[src/rtl/npc_pkg.sv]
// Shared types and constants for the NPC PC sequencer: FSM states, pc_src
// encodings, reset PC and a small alignment helper.
package npc_pkg;

  typedef enum logic [1:0] {
    S_REQ  = 2'd0,
    S_WAIT = 2'd1,
    S_EXEC = 2'd2,
    S_UPD  = 2'd3
  } state_e;

  localparam logic [2:0] PC_SRC_SEQ    = 3'd0;
  localparam logic [2:0] PC_SRC_JAL    = 3'd1;
  localparam logic [2:0] PC_SRC_JALR   = 3'd2;
  localparam logic [2:0] PC_SRC_BRANCH = 3'd3;
  localparam logic [2:0] PC_SRC_AUIPC  = 3'd4;

  localparam logic [31:0] RESET_PC_DEFAULT = 32'h8000_0000;

  function automatic logic is_misaligned(input logic [31:0] addr);
    return (addr[1:0] != 2'b00);
  endfunction

endpackage

[src/rtl/pc_seq_ctrl_if.sv]
// Fetch request/response handshake between the PC sequencer (master) and
// the instruction fetch unit (slave).
interface pc_seq_ctrl_if #(
  parameter int XLEN = 32
);

  logic            ifu_req_valid;
  logic            ifu_req_ready;
  logic [XLEN-1:0] ifu_req_addr;
  logic            ifu_rsp_valid;
  logic [31:0]     ifu_rsp_inst;
  logic            ifu_rsp_ready;

  modport master (
    output ifu_req_valid,
    output ifu_req_addr,
    output ifu_rsp_ready,
    input  ifu_req_ready,
    input  ifu_rsp_valid,
    input  ifu_rsp_inst
  );

  modport slave (
    input  ifu_req_valid,
    input  ifu_req_addr,
    input  ifu_rsp_ready,
    output ifu_req_ready,
    output ifu_rsp_valid,
    output ifu_rsp_inst
  );

endinterface

[src/rtl/npc_target_sel.sv]
// Combinational next-PC selection with ecall/mret priority and a
// misalignment flag for the non-trap-vector sources.
module npc_target_sel
  import npc_pkg::*;
#(
  parameter int XLEN = 32
) (
  input  logic [XLEN-1:0] pc,
  input  logic [2:0]      pc_src,
  input  logic [XLEN-1:0] alu_result,
  input  logic [XLEN-1:0] ext_imm,
  input  logic            is_ecall,
  input  logic            is_mret,
  input  logic [XLEN-1:0] mtvec,
  input  logic [XLEN-1:0] mepc,
  output logic [XLEN-1:0] target,
  output logic            misalign
);

  logic [XLEN-1:0] w_seq;
  logic [XLEN-1:0] w_rel;
  logic [XLEN-1:0] w_jalr;

  assign w_seq  = pc + 32'd4;
  assign w_rel  = pc + ext_imm;
  assign w_jalr = alu_result & ~32'd1;

  // Priority select; mtvec/mepc are taken as-is and never flag misalignment.
  always_comb begin
    target   = w_seq;
    misalign = 1'b0;
    if (is_ecall) begin
      target = mtvec;
    end else if (is_mret) begin
      target = mepc;
    end else begin
      case (pc_src)
        PC_SRC_BRANCH:            target = (alu_result == 32'd1) ? w_rel : w_seq;
        PC_SRC_JAL:               target = w_rel;
        PC_SRC_JALR:              target = w_jalr;
        PC_SRC_SEQ, PC_SRC_AUIPC: target = w_seq;
        default:                  target = w_seq;
      endcase
      misalign = is_misaligned(target);
    end
  end

endmodule

[src/rtl/pc_seq_ctrl.sv]
// Multi-cycle PC sequencer: fetch via the IFU handshake, hold the instruction
// while execute runs, then commit the selected next PC (or trap to mtvec).
module pc_seq_ctrl
  import npc_pkg::*;
#(
  parameter logic [31:0] RESET_PC = RESET_PC_DEFAULT,
  parameter int          XLEN     = 32
) (
  input  logic            clk,
  input  logic            rst,
  pc_seq_ctrl_if.master   ifu,
  output logic [31:0]     inst,
  output logic            inst_valid,
  input  logic            exu_done,
  input  logic [2:0]      pc_src,
  input  logic [XLEN-1:0] alu_result,
  input  logic [XLEN-1:0] ext_imm,
  input  logic            is_ecall,
  input  logic            is_mret,
  input  logic [XLEN-1:0] mtvec,
  input  logic [XLEN-1:0] mepc,
  output logic [XLEN-1:0] pc,
  output logic            commit,
  output logic            misalign_trap,
  output logic [XLEN-1:0] trap_epc
);

  state_e          r_state;
  state_e          w_state_nxt;
  logic [XLEN-1:0] r_pc;
  logic [31:0]     r_inst;
  logic [XLEN-1:0] r_target;
  logic            r_commit;
  logic            r_misalign;
  logic [XLEN-1:0] r_trap_epc;

  logic            w_req_valid;
  logic            w_rsp_ready;
  logic            w_inst_valid;
  logic            w_take_rsp;
  logic            w_take_exu;
  logic            w_do_upd;
  logic [XLEN-1:0] w_target;
  logic            w_misalign;

  npc_target_sel #(
    .XLEN(XLEN)
  ) u_target_sel (
    .pc         (r_pc),
    .pc_src     (pc_src),
    .alu_result (alu_result),
    .ext_imm    (ext_imm),
    .is_ecall   (is_ecall),
    .is_mret    (is_mret),
    .mtvec      (mtvec),
    .mepc       (mepc),
    .target     (w_target),
    .misalign   (w_misalign)
  );

  // State register.
  always_ff @(posedge clk) begin
    if (!rst) begin
      r_state <= S_REQ;
    end else begin
      r_state <= w_state_nxt;
    end
  end

  // Next-state logic and state-decoded handshake strobes.
  always_comb begin
    w_state_nxt  = r_state;
    w_req_valid  = 1'b0;
    w_rsp_ready  = 1'b0;
    w_inst_valid = 1'b0;
    w_take_rsp   = 1'b0;
    w_take_exu   = 1'b0;
    w_do_upd     = 1'b0;
    case (r_state)
      S_REQ: begin
        w_req_valid = 1'b1;
        if (ifu.ifu_req_ready) begin
          w_state_nxt = S_WAIT;
        end else begin
          w_state_nxt = S_REQ;
        end
      end
      S_WAIT: begin
        w_rsp_ready = 1'b1;
        if (ifu.ifu_rsp_valid) begin
          w_take_rsp  = 1'b1;
          w_state_nxt = S_EXEC;
        end else begin
          w_state_nxt = S_WAIT;
        end
      end
      S_EXEC: begin
        w_inst_valid = 1'b1;
        if (exu_done) begin
          w_take_exu  = 1'b1;
          w_state_nxt = S_UPD;
        end else begin
          w_state_nxt = S_EXEC;
        end
      end
      S_UPD: begin
        w_do_upd    = 1'b1;
        w_state_nxt = S_REQ;
      end
      default: begin
        w_state_nxt = S_REQ;
      end
    endcase
  end

  // Datapath: fetched instruction, latched target, PC and commit/trap pulses.
  // commit/misalign_trap/trap_epc are set on exu_done so they show during S_UPD,
  // while the old PC is still visible; the PC itself moves at the end of S_UPD.
  always_ff @(posedge clk) begin
    if (!rst) begin
      r_pc       <= RESET_PC;
      r_inst     <= 32'd0;
      r_target   <= RESET_PC;
      r_commit   <= 1'b0;
      r_misalign <= 1'b0;
      r_trap_epc <= 32'd0;
    end else begin
      r_commit   <= w_take_exu;
      r_misalign <= w_take_exu & w_misalign;
      if (w_take_rsp) begin
        r_inst <= ifu.ifu_rsp_inst;
      end
      if (w_take_exu) begin
        r_target <= w_misalign ? mtvec : w_target;
        if (w_misalign) begin
          r_trap_epc <= r_pc;
        end
      end
      if (w_do_upd) begin
        r_pc <= r_target;
      end
    end
  end

  // Strobes are forced low while reset is held so no fetch leaks out.
  assign ifu.ifu_req_valid = w_req_valid & rst;
  assign ifu.ifu_rsp_ready = w_rsp_ready & rst;
  assign ifu.ifu_req_addr  = r_pc;
  assign inst_valid        = w_inst_valid & rst;

  assign inst          = r_inst;
  assign pc            = r_pc;
  assign commit        = r_commit;
  assign misalign_trap = r_misalign;
  assign trap_epc      = r_trap_epc;

endmodule

[src/flat_wrapper.sv]
// flat-port wrapper written by rule: the top's interface ports become plain ports
module pc_seq_ctrl_flat import npc_pkg::*;
#(
  parameter logic [31:0] RESET_PC = RESET_PC_DEFAULT,
  parameter int          XLEN     = 32
)
  (clk, rst, inst, inst_valid, exu_done, pc_src, alu_result, ext_imm, is_ecall, is_mret, mtvec, mepc, pc, commit, misalign_trap, trap_epc, ifu_ifu_req_valid, ifu_ifu_req_addr, ifu_ifu_rsp_ready, ifu_ifu_req_ready, ifu_ifu_rsp_valid, ifu_ifu_rsp_inst);
  pc_seq_ctrl_if #(.XLEN(XLEN)) ifu_i ();
  input  logic clk;
  input  logic rst;
  output logic [31:0] inst;
  output logic inst_valid;
  input  logic exu_done;
  input  logic [2:0] pc_src;
  input  logic [XLEN-1:0] alu_result;
  input  logic [XLEN-1:0] ext_imm;
  input  logic is_ecall;
  input  logic is_mret;
  input  logic [XLEN-1:0] mtvec;
  input  logic [XLEN-1:0] mepc;
  output logic [XLEN-1:0] pc;
  output logic commit;
  output logic misalign_trap;
  output logic [XLEN-1:0] trap_epc;
  output wire logic [$bits(ifu_i.ifu_req_valid)-1:0] ifu_ifu_req_valid;
  output wire logic [$bits(ifu_i.ifu_req_addr)-1:0] ifu_ifu_req_addr;
  output wire logic [$bits(ifu_i.ifu_rsp_ready)-1:0] ifu_ifu_rsp_ready;
  input wire logic [$bits(ifu_i.ifu_req_ready)-1:0] ifu_ifu_req_ready;
  input wire logic [$bits(ifu_i.ifu_rsp_valid)-1:0] ifu_ifu_rsp_valid;
  input wire logic [$bits(ifu_i.ifu_rsp_inst)-1:0] ifu_ifu_rsp_inst;
  assign ifu_ifu_req_valid = ifu_i.ifu_req_valid;
  assign ifu_ifu_req_addr = ifu_i.ifu_req_addr;
  assign ifu_ifu_rsp_ready = ifu_i.ifu_rsp_ready;
  assign ifu_i.ifu_req_ready = ifu_ifu_req_ready;
  assign ifu_i.ifu_rsp_valid = ifu_ifu_rsp_valid;
  assign ifu_i.ifu_rsp_inst = ifu_ifu_rsp_inst;
  pc_seq_ctrl #(.RESET_PC(RESET_PC), .XLEN(XLEN)) u_core (.clk(clk), .rst(rst), .ifu(ifu_i), .inst(inst), .inst_valid(inst_valid), .exu_done(exu_done), .pc_src(pc_src), .alu_result(alu_result), .ext_imm(ext_imm), .is_ecall(is_ecall), .is_mret(is_mret), .mtvec(mtvec), .mepc(mepc), .pc(pc), .commit(commit), .misalign_trap(misalign_trap), .trap_epc(trap_epc));
endmodule
[config.mk]
export PLATFORM = sky130hd
export DESIGN_NAME = pc_seq_ctrl_flat
export DESIGN_NICKNAME = d
export VERILOG_FILES = /design/src/rtl/npc_pkg.sv /design/src/rtl/pc_seq_ctrl_if.sv /design/src/rtl/npc_target_sel.sv /design/src/rtl/pc_seq_ctrl.sv /design/src/flat_wrapper.sv
export SDC_FILE = /design/constraint.sdc
export NUM_CORES = 1
export LEC_CHECK = 0
export BUFFER_PORTS_ARGS = -buffer_cell sky130_fd_sc_hd__buf_2
export CAP_MARGIN = 20
export CORE_MARGIN = 3
export CORE_UTILIZATION = 54
export DETAILED_ROUTE_END_ITERATION = 10
export GPL_ROUTABILITY_DRIVEN = 0
export GPL_TIMING_DRIVEN = 0
export PLACE_DENSITY = 0.95
export SETUP_SLACK_MARGIN = 0.4
export SLEW_MARGIN = 20
export SYNTH_ARGS = -nofsm -noshare
export SYNTH_HDL_FRONTEND = slang
export SYNTH_SLANG_ARGS = --single-unit
[constraint.sdc]
create_clock -name clk -period 7.5 [get_ports clk]
set_input_delay 0.75 -clock clk [delete_from_list [all_inputs] [get_ports clk]]
set_output_delay 0.75 -clock clk [all_outputs]
set_load 0.03 [all_outputs]
After elaboration in Yosys (flattened, before gate mapping):

Cells that the tools add are included.

* latch bits: 0
* register bits after elaboration: 132
* bits of input ports: 170
* memories: 0
* bits in writable memories: 0
* memory bits (read-only): 0

* $mul: 0
* shift-type cells: 0
* add/subtract/negate cells: 2
* reductions and logical operators: 3
* $lt $le $gt $ge: 0
* mux-type cells: 21
* divide/modulo/power cells: 0
* bitwise gates (word level): 4
* equal/unequal tests: 7

Operators with widths (number)
* $mux W32: 6
* $pmux W32 S3: 1
* $add A32 B3 Y32 const B: 1
* $add A32 B32 Y32: 1
* $eq A32 B1 Y1 const B: 1
* $mux W1: 12
* $pmux W2 S4: 1
* $eq A3 B2 Y1 const B: 2
* $and A1 B1 Y1: 4
* $eq A2 B2 Y1 const B: 2
* $eq A3 B1 Y1 const B: 1
* $eq A2 B1 Y1 const B: 1
* $logic_not A2 Y1: 1
* $mux W2: 1
* $reduce_and A2 Y1: 1
* $reduce_bool A2 Y1: 1

Logic depth before layout (Yosys ltp):

* word-level depth: 9
* depth in mapped cells: 13

Hierarchy:

From an unflattened synthesis, not the netlist that was laid out.

* cell total of the unflattened synthesis: 1130
* area total of the unflattened synthesis: 8775.9 um^2

Modules (own cells, without submodules)
* pc_seq_ctrl: cells an instance 585, instances 1, area an instance 5281.3 um^2
* npc_target_sel: cells an instance 545, instances 1, area an instance 3494.6 um^2

Worst setup path after synthesis:

No wires, ideal clock.

* path type: in2reg
* start point: input ext_imm[0]
* end point: register u_core.r_target[30]
* path buffers: 0
* path slack: 4409 ps
* stages on the path: 12
* setup time: 114 ps
* arrival: 2977 ps
* cells stage by stage: ha_1 > inv_1 > fa_1 > nor2b_1 > o31a_1 > o31ai_1 > a21oi_1 > a211o_1 > a221o_1 > a221oi_1 > o32ai_1 > a21o_1

* longest elaborated chain between the ends: 9

RTL lines
* from (decl): line flat_wrapper.sv:16 `input logic [XLEN-1:0] ext_imm;`
* $add A32 B32 Y32 (*): line npc_target_sel.sv:25 `assign w_rel = pc + ext_imm;`
* $mux W32: line npc_target_sel.sv:38 `PC_SRC_BRANCH: target = (alu_result == 32'd1) ? w_rel : w_seq;`
* $pmux W32 S3 (*): line npc_target_sel.sv:37 `case (pc_src)`
* $mux W32 (*): line npc_target_sel.sv:34 `end else if (is_mret) begin`
* $mux W32 (*): line npc_target_sel.sv:32 `if (is_ecall) begin`
* $reduce_bool A2 Y1: line npc_pkg.sv:21 `return (addr[1:0] != 2'b00);`
* $mux W1: line npc_target_sel.sv:34
* $mux W1: line npc_target_sel.sv:32
* $mux W32 (*): line pc_seq_ctrl.sv:134 `r_target <= w_misalign ? mtvec : w_target;`
* to (signal assigned): line pc_seq_ctrl.sv:134
* to (decl): line pc_seq_ctrl.sv:32 `logic [XLEN-1:0] r_target;`

Mark *: on every way between the ends. The rest lies on a longest branch, timed or not. The select of a mux whose other input is x is not followed.
A chain may end at the register's enable or synchronous reset.

Final worst setup path:

* start point: input alu_result[1]
* end point: register u_core.r_target[30]

* longest elaborated chain between the ends: 9

RTL lines
* from (decl): line flat_wrapper.sv:15 `input logic [XLEN-1:0] alu_result;`
* $eq A32 B1 Y1: line npc_target_sel.sv:38
* $mux W32: line npc_target_sel.sv:38
* $pmux W32 S3 (*): line npc_target_sel.sv:37
* $mux W32 (*): line npc_target_sel.sv:34
* $mux W32 (*): line npc_target_sel.sv:32
* $reduce_bool A2 Y1: line npc_pkg.sv:21
* $mux W1: line npc_target_sel.sv:34
* $mux W1: line npc_target_sel.sv:32
* $mux W32 (*): line pc_seq_ctrl.sv:134

Marks and branches as above.

==> metrics.cfg <==
[run_status]
status = completed

[global_routing]
grt_overflow = 0
grt_first_pass_wirelength_mm = 48.9
first_global_vias = 9524
antenna_found_initial = 2
grt_max_degree = 17
track_usage_pct = 38.0

[critical_path]
critical_path.top_delay_family = simple AND/OR/NAND/NOR gates
crit_path_max_incr_delay_ps = 690
critPathKind = in -> reg
cp-end-kind = register
start_kind = primary input
crit_path_frequent_cell = clkbuf_1
reg2reg_depth = 10
critPathBufInv = 3
r2r-end = u_core.r_target[30]
crit_slowest_cell = clkbuf_1
arrival_ps = 4230
cp_cell_sequence = buf_2, nor4b_1, nand4_1, o21ai_0, and2_0, clkbuf_1, clkbuf_1, nand3_1, nor2_1, a21o_1
crit_required_ps = 7870
ff2ff_setup_slack_ps = 3790
crit_fanout = 10
r2r_start = u_core.ifu.ifu_req_addr[2]

[pwr]
vdd_drop_max_mv = 0.179
pwr_density_cell_nw_per_um2 = 177
p_leak_nw = 4.69
seq_power_share_pct = 39.1
swShare_pct = 28.1
combPwrFrac_pct = 13.9
switchingPower_mw = 0.522
p_int_mw = 1.34
clockPowerShare_pct = 47.1

[logic_synthesis]
ys_ff_latch = 132
synthMuxAreaShare_pct = 0.246
seq_area_frac_synth_pct = 32.5
ys_types = 69
yosys.area.top_type = dfxtp_1
syn-instance-count = 1119
syn_area_per_cell_um2 = 7.26
synth-edff-count = 0
ys_warn_count = 0
synth_top_family_by_area = compound AO/OA/AOI/OAI gates
synthAdderAreaFrac_pct = 5.17
synthTopCellsByArea = dfxtp_1 33%, nand2_1 12%, a21oi_1 10%, ha_1 4.9%, o21ai_0 4.5%
synth_xor_area_share_pct = 5.17
synth.net_count = 1322
synthArstFlopShare_pct = 0
synth_compound_area_share_pct = 26.6
synth-simple-area-share_pct = 23.2
syn_area_um2 = 8120
synth_top_area_share_pct = 32.5
ys.flop_type = dfxtp_1

[routing]
wl_mm = 33.1
vias_per_cell = 6.34
route.detailed.drc = 0
drtIter0Drc = 1407
wl_per_cell_um = 20.2
antenna_left = 0
dr.pass1.iters = 8
vias = 10378

[floorplan]
die-height_um = 129
rows = 44
dieWidth_um = 129
die_area_um2 = 16600
io_pins = 303
coreArea_um2 = 14600
initial_core_util_pct = 55.5

[sta]
finalSetupViolations = 0
grt_setup_unrepaired = false
finalCriticalPeriod_ps = 3860
finalMaxSlewViolations = 0
timing.fmax_mhz = 259
finalSetupTns_ps = 0
slew_headroom_pct = 31.3
tightest_slew_ps = 1020
hold_violations = 0
finClkSkew_ps = 11.0
final.period_utilization_pct = 51.5

[clock_tree]
clockRootBuffer = clkbuf_16
ctsResizeCount = 0
cts_sinks = 132
cts-buffers-inserted = 17
tritoncts = done
ctsLongestPathBuffers = 2
clk_pin_slew_ps = 60
htree_levels = 4
post_cts_buffers = 0
clkLatencyLatePin_ps = 420
ctsHoldBuffers = 0

[final_layout]
drive_gt1_share_pct = 26.2
nNetsFinal = 1642
final_core_util_pct = 71.6
synthToLayoutAreaGrowth_pct = 29.0
layout_commonest_cell = buf_2
layout_common_cells = 307 x buf_2, 259 x nand2_1, 167 x a21oi_1, 132 x dfxtp_1, 73 x o21ai_0
stdcell_count = 1637

[run]
drv_cap = 0

[hold_path]
hp-start = u_core.trap_epc[5]
min_to = u_core.trap_epc[5]
worstHoldPathType = reg -> reg
hold_depth = 2

[placed_design]
dp.final_hpwl_mm = 24.6
dp_cells = 1604
port_buffers = 301

per-stage QoR:
| stage | setup slack [ps] | power [mW] | hold slack (ps) | area, um^2 |
|---|---|---|---|---|
| after detailed placement | 3540 | 0.984 | 442 | 9860 |
| after global placement | 3630 | 0.978 | 437 | 9860 |
| final | 3640 | 1.86 | 450 | 10500 |
| after CTS | 3960 | 1.84 | 452 | 10500 |
| after global routing | 3680 | 1.91 | 472 | 10500 |
| after floorplan | 4410 | 0.873 | 429 | 8120 |
worst reg2reg max path: stages (launching register included):
cell and delay, ps:
dfxtp_1 630, ha_1 370, nor2b_1 170, o31a_1 320, o31ai_1 400, a21oi_1 140
a211o_1 350, a221o_1 380, a221oi_1 470, o32ai_1 200, a21o_1 200
worst max path at each step:
stage	cells past startpoint	from	slack, ps	endpoint
2_1_floorplan	12	ext_imm[0]	4410	u_core.r_target[30]
3_3_place_gp	10	alu_result[1]	3630	u_core.trap_epc[19]
3_5_place_dp	10	alu_result[1]	3540	u_core.trap_epc[19]
4_1_cts	10	u_core.ifu.ifu_req_addr[2]	3960	u_core.r_target[30]
5_1_grt	10	u_core.ifu.ifu_req_addr[2]	3680	u_core.r_target[30]
6_report	10	alu_result[1]	3640	u_core.r_target[30]
per-layer routing:
layer | track usage, % | up-vias | wire length, um
met4 | 23.1 | 2 | 2560
li1 | - | 4579 | -
met1 | 45.4 | 4550 | 11500
met5 | 1.76 | - | 14
met2 | 59.1 | 981 | 14200
met3 | 12.6 | 266 | 4830
registers in the layout, indices dropped and copies added (netlist names), named ones only:
register and flops:
u_core.misalign_trap 1, u_core.r_target 32, u_core.ifu.ifu_req_addr 32, u_core.r_state 1, u_core.inst 32, u_core.trap_epc 32, u_core.commit 1
cell type report:
class                   instances  area [um^2]
diodes                          1         2.50
plain buffers                 102          510
clock buffers                  17          425
clock inverters                15          195
fillers                      1151         4160
inverters                      18         67.6
multi-input cells             867         4900
flip-flops and latches        132         2640
well taps                     184          230
repair buffers                301         1510
logic make-up after synthesis:
logic type / after synthesis
compound gates: 359
xor+xnor: 48
fa+ha+maj: 33
buf+inv: 120
flops: 132
mux: 2
simple gates: 425
cells in the mapped netlist, drive strengths merged, types with 2 or more instances:
cell and n:
inv 18, nor3 12, a211o 3, a221o 2, o31ai 5, or3 3, clkbuf 63, mux2i 2
o311ai 2, nand3 34, a31oi 2, and2 5, a21boi 11, o31a 2, nor2 42, nand4 18
a2111oi 2, o211ai 7, o21ai 78, nand2b 9, buf 39, nor4 10, a221oi 9, xor2 29
o21bai 4, and3 10, or2 4, and4 4, o211a 3, nor3b 3, ha 32, xnor2 19
nor2b 6, o22ai 7, a211oi 10, o2111ai 3, a2bb2oi 3, a21oi 167, a21o 12, o221ai 11
nand2 260, dfxtp 132, o21a 8
power groups by stage:
stage	combinational, mW	sequential [mW]	clock, mW
finish	0.258	0.727	0.875
global route	0.271	0.728	0.908
CTS	0.244	0.726	0.873
detailed placement	0.242	0.742	0
global placement	0.237	0.741	0
floorplan	0.116	0.758	0
Power figures use the tool's default switching activity.
